===== src/rtl/fwd_hazard_ctrl.sv =====
// fwd_hazard_ctrl: EX-stage operand forwarding selects and load-use stall control for the 5-stage core.
// Optional stall/forward event counters are compiled in when FWD_HAZARD_STATS_EN is defined.
module fwd_hazard_ctrl #(
  parameter int LOAD_USE_BUBBLES = 1,
  parameter int REG_AW           = 5
) (
  input  logic              clk_i,
  input  logic              rst_i,
  input  logic              id_valid_i,
  input  logic [REG_AW-1:0] id_rs1_i,
  input  logic [REG_AW-1:0] id_rs2_i,
  input  logic [REG_AW-1:0] id_rd_i,
  input  logic              id_regwrite_i,
  input  logic              id_memread_i,
  input  logic              flush_i,
  output logic [1:0]        forward_a_o,
  output logic [1:0]        forward_b_o,
  output logic              pc_write_o,
  output logic              ifid_write_o,
  output logic              bubble_o
`ifdef FWD_HAZARD_STATS_EN
  ,
  output logic [31:0]       stall_cnt_o,
  output logic [31:0]       fwd_cnt_o
`endif
);

  // Flow control: id_valid_i qualifies the ID fields in the cycle it is high; pc_write_o and
  // ifid_write_o are level enables for the same cycle, and bubble_o marks that the ID/EX
  // register takes a bubble at the next edge instead of the ID instruction.

  typedef enum logic {
    RUN   = 1'b0,
    STALL = 1'b1
  } state_t;

  typedef struct packed {
    state_t     state;
    logic [1:0] cnt;
  } fsm_t;

  localparam logic [1:0] CNT_INIT = (LOAD_USE_BUBBLES > 1) ? 2'(LOAD_USE_BUBBLES - 2) : 2'd0;

  localparam logic [1:0] SEL_RF  = 2'b00;
  localparam logic [1:0] SEL_WB  = 2'b01;
  localparam logic [1:0] SEL_MEM = 2'b10;

  fsm_t              fsm_q;

  logic [REG_AW-1:0] ex_rs1;
  logic [REG_AW-1:0] ex_rs2;
  logic [REG_AW-1:0] ex_rd;
  logic              ex_regwrite;
  logic              ex_memread;
  logic [REG_AW-1:0] mem_rd;
  logic              mem_regwrite;
  logic [REG_AW-1:0] wb_rd;
  logic              wb_regwrite;

  logic              in_run;
  logic              hazard_raw;
  logic              hazard;
  logic              ex_load;
  logic              mem_fwd_ok;
  logic              wb_fwd_ok;

  assign in_run = (fsm_q.state == RUN);

  // A load in EX whose result the ID instruction needs cannot be forwarded in time.
  assign hazard_raw = id_valid_i && !flush_i && ex_memread && ex_regwrite &&
                      (ex_rd != '0) && ((ex_rd == id_rs1_i) || (ex_rd == id_rs2_i));
  assign hazard     = in_run && hazard_raw;

  always_comb begin
    pc_write_o   = 1'b1;
    ifid_write_o = 1'b1;
    bubble_o     = 1'b0;
    if (!in_run) begin
      bubble_o = 1'b1;
      if (!flush_i) begin
        pc_write_o   = 1'b0;
        ifid_write_o = 1'b0;
      end
    end else if (flush_i) begin
      bubble_o = 1'b1;
    end else if (hazard) begin
      pc_write_o   = 1'b0;
      ifid_write_o = 1'b0;
      bubble_o     = 1'b1;
    end
  end

  assign ex_load = id_valid_i && !bubble_o;

  always_ff @(posedge clk_i or posedge rst_i) begin
    if (rst_i) begin
      fsm_q.state <= RUN;
      fsm_q.cnt   <= 2'd0;
    end else if (fsm_q.state == RUN) begin
      if (hazard && (LOAD_USE_BUBBLES > 1)) begin
        fsm_q.state <= STALL;
        fsm_q.cnt   <= CNT_INIT;
      end
    end else begin
      if (flush_i || (fsm_q.cnt == 2'd0)) begin
        fsm_q.state <= RUN;
        fsm_q.cnt   <= 2'd0;
      end else begin
        fsm_q.cnt <= fsm_q.cnt - 2'd1;
      end
    end
  end

  // Bubbles carry zero source indices too, so an empty EX slot never asks for forwarding.
  always_ff @(posedge clk_i or posedge rst_i) begin
    if (rst_i) begin
      ex_rs1       <= '0;
      ex_rs2       <= '0;
      ex_rd        <= '0;
      ex_regwrite  <= 1'b0;
      ex_memread   <= 1'b0;
      mem_rd       <= '0;
      mem_regwrite <= 1'b0;
      wb_rd        <= '0;
      wb_regwrite  <= 1'b0;
    end else begin
      wb_rd        <= mem_rd;
      wb_regwrite  <= mem_regwrite;
      mem_rd       <= ex_rd;
      mem_regwrite <= ex_regwrite;
      if (ex_load) begin
        ex_rs1      <= id_rs1_i;
        ex_rs2      <= id_rs2_i;
        ex_rd       <= id_rd_i;
        ex_regwrite <= id_regwrite_i;
        ex_memread  <= id_memread_i;
      end else begin
        ex_rs1      <= '0;
        ex_rs2      <= '0;
        ex_rd       <= '0;
        ex_regwrite <= 1'b0;
        ex_memread  <= 1'b0;
      end
    end
  end

  assign mem_fwd_ok = mem_regwrite && (mem_rd != '0);
  assign wb_fwd_ok  = wb_regwrite && (wb_rd != '0);

  always_comb begin
    forward_a_o = SEL_RF;
    if (mem_fwd_ok && (mem_rd == ex_rs1)) begin
      forward_a_o = SEL_MEM;
    end else if (wb_fwd_ok && (wb_rd == ex_rs1)) begin
      forward_a_o = SEL_WB;
    end
  end

  always_comb begin
    forward_b_o = SEL_RF;
    if (mem_fwd_ok && (mem_rd == ex_rs2)) begin
      forward_b_o = SEL_MEM;
    end else if (wb_fwd_ok && (wb_rd == ex_rs2)) begin
      forward_b_o = SEL_WB;
    end
  end

`ifdef FWD_HAZARD_STATS_EN
  logic fwd_active;

  assign fwd_active = (forward_a_o != SEL_RF) || (forward_b_o != SEL_RF);

  // Both counters stick at all-ones rather than wrapping.
  always_ff @(posedge clk_i or posedge rst_i) begin
    if (rst_i) begin
      stall_cnt_o <= 32'd0;
      fwd_cnt_o   <= 32'd0;
    end else begin
      if (!pc_write_o && (stall_cnt_o != 32'hFFFF_FFFF)) begin
        stall_cnt_o <= stall_cnt_o + 32'd1;
      end
      if (fwd_active && (fwd_cnt_o != 32'hFFFF_FFFF)) begin
        fwd_cnt_o <= fwd_cnt_o + 32'd1;
      end
    end
  end
`endif

endmodule

===== config.mk =====
export PLATFORM = sky130hd
export DESIGN_NAME = fwd_hazard_ctrl
export DESIGN_NICKNAME = d
export VERILOG_FILES = /design/src/rtl/fwd_hazard_ctrl.sv
export SDC_FILE = /design/constraint.sdc
export NUM_CORES = 1
export LEC_CHECK = 0
export CORE_UTILIZATION = 55
export DETAILED_ROUTE_END_ITERATION = 10
export PLACE_DENSITY = 0.88
export SETUP_SLACK_MARGIN = 0.05
export SYNTH_ARGS = -nofsm -noshare
export SYNTH_HDL_FRONTEND = slang
export SYNTH_SLANG_ARGS = --single-unit

===== constraint.sdc =====
create_clock -name clk_i -period 3.2 [get_ports clk_i]
set_input_delay 0.48 -clock clk_i [delete_from_list [all_inputs] [get_ports clk_i]]
set_output_delay 0.48 -clock clk_i [all_outputs]
set_load 0.02 [all_outputs]

==> results.py <==
metrics = {
    "route": {
        "viasPerCell": 5.849,
        "drc_errors": 0,
        "dr.pass1.iters": 4,
        "routedWlPerCell_um": 14.65,
        "routed_wl_um": 2916,
        "drt-initial-drc-count": 19,
        "vias": 1164,
        "antenna_left": 0,
    },
    "cts": {
        "holdBufCountCts": 0,
        "cts-root-buf": "clkbuf_4",
        "clk_pin_slew_ps": 90,
        "clk_latency_ps": 320,
        "cts_buffers": 5,
        "htree_levels": 2,
        "postCtsSetupBuffers": 0,
        "cts_tree": "yes",
        "cts_sinks": 32,
        "cts_resized": 0,
        "clk_path_buf_depth": 2,
    },
    "pwr": {
        "combPwrFrac_pct": 13.3,
        "total_power_uw": 773.1,
        "power.switching_uw": 194.9,
        "p_per_area_nw_per_um2": 414.4,
        "seq_power_share_pct": 56.1,
        "sw_frac_of_total_pct": 25.21,
        "leakagePower_nw": 0.8820,
        "vdd_drop_max_mv": 0.3644,
        "clkPwrFrac_pct": 30.6,
        "p_int_uw": 578.1,
    },
    "yosys": {
        "yosys-top-cells-area": "dfrtp_1, xnor2_1, xor2_1, nand3_1, a21oi_1",
        "synthFlopType": "dfrtp_1",
        "syn_avg_cell_area_um2": 11.02,
        "syn_inst": 135,
        "yosysTopAreaCell": "dfrtp_1",
        "ys_warn_count": 0,
        "ys_ff_latch": 32,
        "synthDistinctLibCells": 28,
        "ys_seq_area_share_pct": 53.83,
        "synth_common_cells": "dfrtp_1, nand3_1, a21oi_1",
        "syn_nets": 157,
        "netlist.area_leader.share_pct": 53.83,
        "synth_edf_count": 0,
        "synth_most_common_cell": "dfrtp_1",
        "async_flop_share_pct": 100.0,
        "netlist_area_um2": 1488,
    },
    "grt": {
        "use_met2_pct": 40.33,
        "first_global_vias": 1118,
        "grt_max_degree": 33,
        "grt_antenna_before_repair": 0,
        "grt_use_met3_pct": 8.192,
        "met1_usage_pct": 27.47,
        "grt.overflow.total": 0,
        "top_usage_layer": "met2",
        "grt_pass1_wl_um": 4802,
        "grt_use_total_pct": 24.34,
    },
    "timing": {
        "fmax_mhz": 340.0,
        "worst_pin_slew_ps": 507.1,
        "finalSetupViolCount": 0,
        "fin_crit_sh_pct": 91.90,
        "fin_tns_setup_ps": 0,
        "fin_crit_ps": 2941,
        "finalMaxSlewViolations": 0,
        "max_slew_margin_pct": 65.88,
        "rsz0062_at_grt": "false",
        "finClkSkew_ps": 4.847,
        "hold_violations": 0,
    },
    "critical_path": {
        "crit_type": "reg -> out",
        "required_ps": 2720,
        "worstSetupEndpointType": "output pin",
        "startpoint_type": "register",
        "critPathArrivalTime_ps": 2460,
        "crit_chain": "or4_4, o21ai_2, nor4_1, nor4_2, clkdlybuf4s50_1",
        "worst_path_max_delay_cell": "clkdlybuf4s50_1",
        "crit_fanout": 4,
        "cpPeakStageDelay_ps": 640,
    },
    "floorplanning": {
        "row_count": 18,
        "dieHeight_um": 54.01,
        "coreArea_um2": 2522,
        "io_pins": 28,
        "initial_core_util_pct": 58.98,
        "dieWidth_um": 54.01,
        "dieArea_um2": 2917,
    },
    "finish": {
        "multi_input_area_um2": 643.1,
        "nets": 190,
        "antennaDiodeCount": 0,
        "seq_area_um2": 800.8,
        "n_fill_cell": 164,
        "syn2layout_area_growth_pct": 25.40,
        "drive_above_1_share_pct": 11.24,
    },
    "run": {
        "drv_cap": 0,
    },
    "placed_design": {
        "place_congestion": 0.8570,
        "port_buffers": 27,
        "post-dp-hpwl_um": 2225,
    },
    "status": {
        "status": "complete, no violations",
    },
    "hold_path": {
        "hold_class": "reg -> reg",
    },
}
-- worst max-delay path, delay by kind of cell (launching register included) --
family / cells / cell delay (ps)
simple gates: 3 / 930
buf+inv: 1 / 640
flops: 1 / 440
compound gates: 1 / 140
-- metrics by stage --
| stage | instance area (um2) | hold slack (ps) | setup slack, ps | util, % | instances |
|---|---|---|---|---|---|
| 2_1_floorplan | 1488 | 353.9 | 973.5 | - | 135 |
| 6_report | 1866 | 403.0 | 259.1 | 73.96 | 199 |
| 3_3_place_gp | 1804 | 370.7 | 530.6 | 71.53 | 191 |
| 4_1_cts | 1866 | 396.3 | 232.8 | 73.96 | 199 |
| 3_5_place_dp | 1804 | 375.1 | 486.3 | 71.53 | 191 |
| 5_1_grt | 1866 | 420.0 | 133.8 | 73.96 | 199 |
-- layout by cell type (no fill, tap or decap), drive strengths merged --
master / Yosys / routed
dfrtp: 32 / 32
clkdlybuf4s50: 0 / 27
nand3: 21 / 21
a21oi: 19 / 19
xnor2: 16 / 16
xor2: 14 / 14
clkbuf: 2 / 6
buf: 4 / 5
inv: 4 / 4
or4: 4 / 4
nor4: 4 / 4
nand2: 2 / 2
nor2: 2 / 2
clkinv: 0 / 2
o22ai: 2 / 2
o21ai: 2 / 2
nor2b: 1 / 1
nand2b: 1 / 1
nor3: 1 / 1
nand4b: 1 / 1
a211o: 1 / 1
mux2i: 1 / 1
ha: 1 / 1
-- power by group through the flow --
stage / Sequential [mW] / Combinational [mW] / Clock [mW]
after floorplan: 0.438 / 0.0592 / 0
after global placement: 0.441 / 0.0995 / 0
after detailed placement: 0.442 / 0.103 / 0
after CTS: 0.434 / 0.103 / 0.241
after global routing: 0.435 / 0.112 / 0.261
final: 0.434 / 0.103 / 0.237
-- flip-flops by register name, indices dropped and copies added, names as in the netlist --
signal,cells
ex_rd,5
ex_rs1,5
ex_rs2,5
mem_rd,5
wb_rd,5
fsm_q,3
ex_memread,1
ex_regwrite,1
mem_regwrite,1
wb_regwrite,1
-- layout make-up --
cell class	count	area share [%]
sequential	32	42.92
multi-input combinational	93	34.47
timing repair buffer	32	16.50
clock buffer	6	2.750
tap	30	2.012
inverter	4	0.8048
clock inverter	2	0.5366
-- metal layers --
metal	routed length, um	up-vias
li1	-	535
met1	1074	556
met2	1567	62
met3	191	11
met4	82	0
met5	0	-
-- path summary, 6_finish.rpt --
path / startpoint / end / slack (ps) / cells after the start
min in group asynchronous: rst_i / wb_rd[3]$_DFF_PP0_ / 520 / 3
worst min-delay path: ex_regwrite$_DFF_PP0_ / mem_regwrite$_DFF_PP0_ / 400 / 0
worst max-delay path: mem_rd[1]$_DFF_PP0_ / forward_b_o[0] / 260 / 5
max in group asynchronous: rst_i / ex_rd[3]$_DFF_PP0_ / 2410 / 3
worst max register to register: ex_rd[4]$_DFF_PP0_ / ex_rs2[2]$_DFF_PP0_ / 1710 / 5
worst min register to register: ex_regwrite$_DFF_PP0_ / mem_regwrite$_DFF_PP0_ / 400 / 0
-- kinds of logic (layout without fill, tap and decap cells) --
family                   Yosys count  after routing  share of synthesized area, %
AND/OR/NAND/NOR                   37             37                         14.63
XOR/XNOR                          30             30                         17.66
adder cells (fa/ha/maj)            1              1                        0.8409
AO/OA/AOI/OAI                     24             24                         9.420
flip-flops                        32             32                         53.83
multiplexers                       1              1                        0.6729
buffers and inverters             10             44                         2.944
Note: power is estimated with default switching activity, not from simulation.
